<file path="src/rtl/nand_cpu_pkg.sv">
// Shared CPU types: register-file sizes and the reorder-buffer entry layout,
// used by the ROB and by the rename/recovery logic.
package nand_cpu_pkg;

  localparam int NUM_D_REG = 16;
  localparam int NUM_S_REG = 8;
  localparam int D_ADDR_W  = $clog2(NUM_D_REG);
  localparam int S_ADDR_W  = $clog2(NUM_S_REG);

  typedef struct packed {
    logic                valid;
    logic                done;
    logic                write_dst;
    logic [D_ADDR_W-1:0] prev_rw_addr;
    logic                write_s;
    logic [S_ADDR_W-1:0] prev_rs_addr;
  } rob_entry;

endpackage

</file>
<file path="src/rtl/reorder_buffer.sv">
// In-order retirement tracker: allocate at tail, complete by address, retire from head.
// Optional ROB_FLUSH_EN adds a flush port that discards every entry.
module reorder_buffer
  import nand_cpu_pkg::*;
#(
  parameter  int L = 8,
  localparam int P = $clog2(L)
) (
  input  logic                clk,
  input  logic                n_rst,
  input  logic                alloc_valid,
  output logic                alloc_ready,
  output logic [P-1:0]        alloc_rob_addr,
  input  logic                alloc_write_dst,
  input  logic [D_ADDR_W-1:0] alloc_prev_rw_addr,
  input  logic                alloc_write_s,
  input  logic [S_ADDR_W-1:0] alloc_prev_rs_addr,
  input  logic                complete_valid,
  input  logic [P-1:0]        complete_rob_addr,
  output logic                commit_valid,
  output logic [P-1:0]        commit_rob_addr,
  output logic                free_rw_valid,
  output logic [D_ADDR_W-1:0] free_rw_addr,
  output logic                free_rs_valid,
  output logic [S_ADDR_W-1:0] free_rs_addr
`ifdef ROB_FLUSH_EN
  ,
  input  logic                flush
`endif
);

  localparam logic [P:0] FULL = (P+1)'(L);

  rob_entry       entries [L];
  logic [P-1:0]   head, tail;
  logic [P:0]     count;
  rob_entry       head_e;
  logic           kill;
  logic           do_alloc, do_complete, do_commit;

`ifdef ROB_FLUSH_EN
  assign kill = flush;
`else
  assign kill = 1'b0;
`endif

  assign head_e         = entries[head];
  assign alloc_ready    = (count != FULL);
  assign alloc_rob_addr = tail;

  assign commit_valid    = head_e.valid & head_e.done & ~kill;
  assign commit_rob_addr = head;
  assign free_rw_valid   = commit_valid & head_e.write_dst;
  assign free_rw_addr    = head_e.prev_rw_addr;
  assign free_rs_valid   = commit_valid & head_e.write_s;
  assign free_rs_addr    = head_e.prev_rs_addr;

  assign do_alloc    = alloc_valid & alloc_ready;
  assign do_commit   = commit_valid;
  // The tail slot is never valid while not full, but the explicit guard keeps
  // allocate-wins behaviour independent of that invariant.
  assign do_complete = complete_valid & entries[complete_rob_addr].valid &
                       ~(do_alloc & (complete_rob_addr == tail));

  always_ff @(posedge clk or negedge n_rst) begin
    if (!n_rst) begin
      head    <= '0;
      tail    <= '0;
      count   <= '0;
      entries <= '{default: '0};
    end else if (kill) begin
      head    <= '0;
      tail    <= '0;
      count   <= '0;
      entries <= '{default: '0};
    end else begin
      if (do_complete) entries[complete_rob_addr].done <= 1'b1;
      if (do_commit) begin
        entries[head].valid <= 1'b0;
        head                <= head + 1'b1;
      end
      if (do_alloc) begin
        entries[tail] <= '{valid: 1'b1, done: 1'b0,
                           write_dst: alloc_write_dst, prev_rw_addr: alloc_prev_rw_addr,
                           write_s: alloc_write_s, prev_rs_addr: alloc_prev_rs_addr};
        tail          <= tail + 1'b1;
      end
      case ({do_alloc, do_commit})
        2'b10:   count <= count + 1'b1;
        2'b01:   count <= count - 1'b1;
        default: count <= count;
      endcase
    end
  end

endmodule

</file>
<file path="config.mk">
export PLATFORM = sky130hd
export DESIGN_NAME = reorder_buffer
export DESIGN_NICKNAME = d
export VERILOG_FILES = /design/src/rtl/nand_cpu_pkg.sv /design/src/rtl/reorder_buffer.sv
export SDC_FILE = /design/constraint.sdc
export NUM_CORES = 1
export LEC_CHECK = 0
export CAP_MARGIN = 20
export CORE_MARGIN = 4
export CORE_UTILIZATION = 25
export DETAILED_ROUTE_END_ITERATION = 12
export HOLD_SLACK_MARGIN = 0.05
export PLACE_DENSITY = 0.45
export SLEW_MARGIN = 25
export SYNTH_ARGS = -nofsm -noshare
export SYNTH_HDL_FRONTEND = slang
export SYNTH_SLANG_ARGS = --single-unit
</file>
<file path="constraint.sdc">
create_clock -name clk -period 3.43 [get_ports clk]
set_input_delay 0.343 -clock clk [delete_from_list [all_inputs] [get_ports clk]]
set_output_delay 0.343 -clock clk [all_outputs]
set_load 0.05 [all_outputs]
</file>
==> impl_metrics.ini, run 1 <==
[clock_tree]
numCtsBuffers = 9
post_cts_resized = 0
clockBufferDepth = 2
clkLatencyLatePin_ns = 0.35
cts-root-buf = clkbuf_16
cts.htree.levels = 3
numClockSinks = 98
clk_pin_slew_ns = 0.06
cts_tree = yes

[yosys]
yosys.area.top_type = dfrtp_1
yosys.cell_types.count = 37
yosysWarnings = 0
synth_area_leaders = dfrtp_1 53%, mux2_2 18%, mux4_2 9.2%, nand2_1 3.9%, nand3_1 1.4%
syn_area_sq_mm = 0.00466
synth_top_cell_area_share_pct = 52.6
synthCells = 360
synth_fp_nets = 381
avgSynthCellArea_sq_um = 12.9
yosysSeqAreaShare_pct = 52.6
synth-seq-cells = 98

[cells_and_area]
layout.cells.non_filler = 629
n_fill_cell = 1851
area_growth_pct = 20.6
mostFrequentLayoutCells = 98 x dfrtp_1, 76 x mux2_2, 48 x nand2_1
layout.nets = 417
antenna_cells = 0
layout_commonest_cell = dfrtp_1
drive_gt1_share_pct = 33.3

[critical_path]
reg2reg_from = commit_rob_addr[2]
cp_max_fo = 19
cp.arrival_ns = 2.52
regToRegSetupSlack_ns = 0.58
crit_required_ns = 3.09
r2r_end = count[2]
endpoint_kind = output pin
rr_worst_depth = 11
worstSetupPathType = flip-flop to output pin
startpoint_type = flip-flop

[global_route]
gr-total-overflow = 0
antenna_found_initial = 0
grt_pass1_vias = 3165
grt_max_degree = 45
grt_usage_pct = 11.4
grt_pass1_wl_um = 17800

[routing]
vias = 2964
postRouteAntennaNets = 0
drt_iter0_markers = 181
avgViaCountPerCell = 4.71
drc = 0
finalWirelength_um = 10900
wl_per_cell_um = 17.4
first_pass_iters = 4

[die]
coreArea_sq_mm = 0.0181
dieArea_sq_mm = 0.0209
num_rows = 49
ios = 33
die_y_um = 145
die_x_um = 145
start_util_pct = 25.7

[placed_design]
place_ws_ns = 0.577
gp_congestion = 0.721
portBuffers = 32
hpwl_um = 7180
post-place-cells = 613

[timing]
fin_crit_ns = 2.87
rsz0062_at_grt = false
hold_viol_final = 0
fin_tns_setup_ns = 0
fmax_mhz = 349
tightest_slew_ns = 0.781
setup_viol = 0
maxSlewHeadroom_pct = 47.8
skew_ns = 0.00842
min_period_over_period_pct = 83.6
slew_violations = 0
timing.final.ws_setup_ns = 0.563

[power]
peakVddDrop_uv = 377
power_density_mw_per_mm2 = 1030
p_leak_nw = 2.34

[worst_hold_path]
hold_end = count[3]
hold_path_class = flip-flop to flip-flop
whs_path_depth = 1
hold_path_startpoint = count[3]

[job]
drv_cap = 0

[status]
status = finished, final reports clean
worst max-delay path, cell delays in order, from the launching register on:
cell and delay [ns]:
dfrtp_1 0.56, buf_4 0.39, mux4_2 0.25, nand2_1 0.05, nand2_1 0.11, clkdlybuf4s50_1 0.81
layer usage:
metal | part of all wire (%) | track usage (%)
met1 | 47 | 15.2
met3 | 2.2 | 1.92
met5 | 0 | 0
met2 | 49 | 18.3
met4 | 2.1 | 4.91
final cells by class:
class,count,area [sq um],share of cell area (%)
clock inverter,3,47.5,0.846
multi-input combinational,230,2090,37.2
inverter,13,48.8,0.868
tap,229,287,5.10
sequential,98,2450,43.6
clock buffer,12,256,4.56
timing repair buffer,44,440,7.84
logic make-up (layout without fill, tap and decap cells):
group                    Yosys count  count (layout)  share of synthesized area [%]
adder cells (fa/ha/maj)            5               5                           1.34
AND/OR/NAND/NOR                   94              94                           9.66
XOR/XNOR                           7               7                           1.32
buffers and inverters             32              72                           3.19
AO/OA/AOI/OAI                     29              29                           4.35
flip-flops                        98              98                           52.6
multiplexers                      95              95                           27.5
what timing repair did:
| item | in CTS | in global routing |
|---|---|---|
| endpoints found under the hold margin | 42 | 0 |
| hold buffers | 1 | 0 |
| setup buffers | 0 | 0 |
worst max-delay path by stage:
stage                             startpoint               to  slack (ns)  depth (start not counted)
final                     commit_rob_addr[2]  free_rw_addr[0]        0.56                          5
after global placement    commit_rob_addr[2]         count[2]        0.68                         11
after global routing      commit_rob_addr[2]         count[2]        0.38                         11
after CTS                 commit_rob_addr[2]  free_rw_addr[2]        0.51                          5
after detailed placement  commit_rob_addr[2]         count[2]        0.58                         11
after floorplan           commit_rob_addr[2]         count[2]        0.20                         13
through the flow:
step	power [mW]	util, %	cell area (sq um)	hold WS [ns]
after detailed placement	4.80	29.2	5310	0.388
final	5.79	31.0	5620	0.476
after global placement	4.74	29.2	5310	0.377
after global routing	6.17	31.0	5620	0.507
after floorplan	4.00	-	4670	0.0474
after CTS	5.88	31.0	5620	0.480
Yosys cell counts, drive strengths merged:
cell type / instances
nor4: 2
a21o: 4
xor2: 4
nor4bb: 1
a21oi: 5
nor2: 10
a311o: 1
o2111ai: 1
clkbuf: 4
and3: 2
inv: 13
nor2b: 7
dfrtp: 98
mux2: 76
nand2b: 2
a311oi: 2
mux4: 19
o21ai: 6
nor4b: 2
ha: 5
nand3: 13
o32ai: 3
a2111oi: 1
nand4: 4
or2: 1
xnor2: 3
nand2: 48
o21a: 4
o31a: 1
buf: 15
nor3: 2
o211ai: 1
sequential cells by signal, indices dropped and copies added, names as in the netlist:
signal and count:
entries 88, count 4, alloc_rob_addr 3, commit_rob_addr 3
power breakdown:
| part | total, mW | leakage [nW] | switching (mW) | internal (mW) |
|---|---|---|---|---|
| clock | 1.05 | 0.149 | 0.440 | 0.606 |
| combinational | 2.63 | 1.03 | 1.33 | 1.30 |
| sequential | 2.11 | 1.16 | 0.375 | 1.74 |
| total | 5.79 | 2.34 | 2.15 | 3.64 |
(Power assumes the default switching activity.)
==> inputs of run 2 (changes only) <==
Settings changed: PLACE_DENSITY 0.45 to 0.46.
Clock period 3.43 ns to 2.5 ns, I/O delays scaled along.
==> run 2 against run 1 <==
Compared with the run above:
- via count grew 2.6%
- die area is the same
- combinational power grew 44%
- clock-buffer cell count shrank 2
- wire length grew 1.4%
- total power grew 40%
- register-to-register slack lost 0.57 ns
- sequential power grew 38%
- worst setup slack lost 0.55 ns
- hold slack gained 0.00094 ns
==> impl_metrics.ini, run 2 (synthesis gave the netlist of run 1 again) <==
[die]
ios = 33
die_y_um = 145
dieArea_sq_mm = 0.0209
start_util_pct = 25.7
die_x_um = 145
coreArea_sq_mm = 0.0181
num_rows = 49

[cells_and_area]
top_regs = entries: 88 flops, count: 4 flops
largest_reg_flops = 88
drive_gt1_share_pct = 39.6
antenna_cells = 0
design_area_sq_mm = 0.00578
layout.cells.non_filler = 646
area_growth_pct = 23.9
layout_commonest_cell = dfrtp_1
mostFrequentLayoutCells = 96 x dfrtp_1, 76 x mux2_2, 48 x nand2_1
layout.nets = 433
regMostFlops = entries
fin_util_pct = 31.8

[power]
peakVddDrop_uv = 452
power_density_mw_per_mm2 = 1400
p_leak_nw = 2.44

[clock_tree]
clkLatencyLatePin_ns = 0.35
clockBufferDepth = 2
numClockSinks = 98
cts_tree = yes
clk_pin_slew_ns = 0.07
cts.htree.levels = 3
cts-root-buf = clkbuf_16
numCtsBuffers = 9

[timing]
fin_crit_ns = 2.49
min_period_over_period_pct = 99.7
timing.final.ws_setup_ns = 0.00816
tightest_slew_ns = 0.684
setup_viol = 0
skew_ns = 0.00523
fmax_mhz = 401
slew_violations = 0
rsz0062_at_grt = true
maxSlewHeadroom_pct = 54.4
finalHoldWorstSlack_ns = 0.477
hold_viol_final = 0

[critical_path]
worst-path-buf-inv = 2
endpoint_kind = flip-flop
crit_required_ns = 2.73
startpoint_type = flip-flop
worstSetupPathType = flip-flop to flip-flop
path_cells = inv_2 > mux4_2 > nand2b_4 > o21ai_4 > buf_4 > ha_4 > nor4bb_1 > a2111oi_0 > nor3_1 > xor2_1
cp.arrival_ns = 2.72
cp_max_fo = 5
critPathTopFamily = compound AO/OA/AOI/OAI gates
cpMaxStageDelayCell = mux4_2
cpPeakStageDelay_ns = 0.53

[global_route]
grt_usage_pct = 11.4
gr-total-overflow = 0
grt_pass1_wl_um = 18000
antenna_found_initial = 0
grt_pass1_vias = 3226
grt_max_degree = 52

[status]
status = finished, final reports clean

[routing]
vias = 3040
postRouteAntennaNets = 0
finalWirelength_um = 11100
drc = 0
first_pass_iters = 4
drt_iter0_markers = 142
wl_per_cell_um = 17.2
avgViaCountPerCell = 4.71

[placed_design]
gp_congestion = 0.742
portBuffers = 32
place_area_sq_mm = 0.00544
post-place-cells = 625
hpwl_um = 7660
place_ws_ns = 0.0789

[job]
drv_cap = 0

[worst_hold_path]
hold_path_class = input port to async pin
[run 2: cell count changes in the layout (fill, tap and decap cells not counted), sizes merged]
cell,delta
buf,+23
clkbuf,-2
clkdlybuf4s50,-7
clkinv,+3
[run 2: where the power goes]
| group | internal (mW) | leakage [nW] | switching [mW] |
|---|---|---|---|
| logic | 1.91 | 1.13 | 1.87 |
| registers | 2.38 | 1.16 | 0.524 |
| clock network | 0.780 | 0.147 | 0.617 |
| total | 5.08 | 2.44 | 3.01 |
[run 2: worst paths after layout]
kind                               startpoint          end  slack [ns]  cells past startpoint
setup / recovery           commit_rob_addr[2]     count[3]       0.008                     10
hold / removal                          n_rst     count[1]        0.48                      2
setup reg to reg           commit_rob_addr[2]     count[3]       0.008                     10
hold reg to reg                      count[3]     count[3]        0.48                      1
max in group asynchronous               n_rst  entries[69]        1.28                      3
min in group clk                     count[3]     count[3]        0.48                      1
[run 2: what timing repair did]
action / 4_1_cts / 5_1_grt
endpoints found under the hold margin: 49 / 0
resized for setup: 0 / 2
endpoints found under the setup margin: 0 / 3
hold buffers: 1 / 0
setup buffers: 0 / 4
[run 2: per-layer routing]
| metal | up-vias | GRT usage, % | share of wire (%) |
|---|---|---|---|
| met3 | 13 | 2.65 | 3.7 |
| met1 | 1575 | 15.0 | 46 |
| met4 | 0 | 4.22 | 1.9 |
| li1 | 1402 | - | - |
| met2 | 50 | 18.5 | 49 |
| met5 | - | 0 | 0 |
[run 2: area by class of cell]
type,count,area [sq um]
clock buffer,10,229
clock inverter,6,66.3
fill,1816,12400
inverter,13,48.8
multi-input combinational,230,2140
sequential,98,2450
tap,229,287
timing repair buffer,60,556
[run 2: through the flow]
stage	TNS, ns	power, mW
2_1_floorplan	-1.11	5.59
3_3_place_gp	0	6.63
3_5_place_dp	0	6.72
4_1_cts	0	8.17
5_1_grt	-0.275	8.64
6_report	0	8.09
==> inputs of run 3 (changes only) <==
Settings changed: MAX_ROUTING_LAYER from default to met4.
==> run 3 against run 2 <==
Compared with the run above:
- clock-buffer cell count stayed put
- critical endpoint unchanged
- wire length hardly changed
- register-to-register slack hardly changed
==> impl_metrics.ini, run 3 (synthesis gave the netlist of run 1 again) <==
[status]
status = finished, final reports clean

[clock_tree]
clk_pin_slew_ns = 0.07
clkLatencyLatePin_ns = 0.35
cts-root-buf = clkbuf_16
numCtsBuffers = 9
cts_tree = yes
numClockSinks = 98
clockBufferDepth = 2
cts.htree.levels = 3

[die]
die_x_um = 145
dieArea_sq_mm = 0.0209
start_util_pct = 25.7
coreArea_sq_mm = 0.0181
ios = 33
die_y_um = 145
num_rows = 49

[routing]
drt_iter0_markers = 138
wl_per_cell_um = 17.1
vias = 3036
first_pass_iters = 4
finalWirelength_um = 11100
drc = 0
avgViaCountPerCell = 4.70
postRouteAntennaNets = 0

[critical_path]
cpMaxStageDelayCell = mux4_2
startpoint_type = flip-flop
endpoint_kind = flip-flop
critPathTopFamily = compound AO/OA/AOI/OAI gates
cp_max_fo = 5
cpPeakStageDelay_ns = 0.53
worstSetupPathType = flip-flop to flip-flop
regToRegSetupSlack_ns = 0.007
path_cells = inv_2 > mux4_2 > nand2b_4 > o21ai_4 > buf_4 > ha_4 > nor4bb_1 > a2111oi_0 > nor3_1 > xor2_1
worst-path-buf-inv = 2
crit_required_ns = 2.73
cp.arrival_ns = 2.72

[cells_and_area]
antenna_cells = 0
multi_input_area_sq_mm = 0.00214
n_fill_cell = 1816
largest_reg_flops = 88
layout.cells.non_filler = 646
layout_commonest_cell = dfrtp_1
area_growth_pct = 23.9
fin_util_pct = 31.8
top_regs = entries: 88 flops, count: 4 flops
mostFrequentLayoutCells = 96 x dfrtp_1, 76 x mux2_2, 48 x nand2_1
layout.nets = 433
seqCellArea_sq_mm = 0.00245
design_area_sq_mm = 0.00578
regMostFlops = entries
drive_gt1_share_pct = 39.6

[power]
p_leak_nw = 2.44
peakVddDrop_uv = 452
total_power_mw = 8.08
power_density_mw_per_mm2 = 1400

[placed_design]
place_area_sq_mm = 0.00544
gp_congestion = 0.752
portBuffers = 32
hpwl_um = 7660
post-place-cells = 625

[timing]
rsz0062_at_grt = true
min_period_over_period_pct = 99.7
slew_violations = 0
maxSlewHeadroom_pct = 54.1
setup_viol = 0
fin_tns_setup_ns = 0
fin_crit_ns = 2.49
tightest_slew_ns = 0.689
fmax_mhz = 401
skew_ns = 0.00400
hold_viol_final = 0

[global_route]
antenna_found_initial = 0
grt_pass1_wl_um = 18100
gr-total-overflow = 0
grt_max_degree = 52
grt_usage_pct = 11.8
grt_pass1_vias = 3226

[job]
drv_cap = 0

[worst_hold_path]
hold_path_class = input port to async pin
==> run 3: worst paths after layout <==
kind                                          from          end  cells past startpoint
worst min register to register            count[3]     count[3]                      1
worst max register to register  commit_rob_addr[2]     count[3]                     10
worst min-delay path                         n_rst     count[1]                      2
min in group clk                          count[3]     count[3]                      1
worst max-delay path            commit_rob_addr[2]     count[3]                     10
max in group asynchronous                    n_rst  entries[69]                      3
==> run 3: metrics by stage <==
step / setup WS (ns) / hold WS (ns)
after floorplan: -0.266 / -0.0456
after global placement: 0.123 / 0.333
after detailed placement: 0.0789 / 0.341
after CTS: 0.000981 / 0.482
after global routing: -0.0950 / 0.501
final: 0.00722 / 0.478
==> run 3: layer usage <==
layer	part of all wire, %	global-route usage, %
met1	46	15.0
met5	0	-
met2	49	18.5
met4	1.9	4.22
met3	3.8	2.51
==> run 3: cell type report <==
cell class / instances / share of cell area [%]
clock buffers: 10 / 3.96
clock inverters: 6 / 1.15
inverters: 13 / 0.845
multi-input cells: 230 / 37.0
flip-flops and latches: 98 / 42.5
well taps: 229 / 4.96
repair buffers: 60 / 9.61
==> run 3: where the power goes <==
group	internal [mW]	leakage [nW]	switching, mW
logic	1.91	1.13	1.87
registers	2.38	1.16	0.522
clock network	0.780	0.147	0.617
total	5.08	2.44	3.01
==> run 3: what timing repair did <==
item,4_1_cts,5_1_grt
hold buffers,1,0
setup buffers,0,4
setup endpoints to repair,0,3
resized for setup,0,2
hold endpoints to repair,49,0
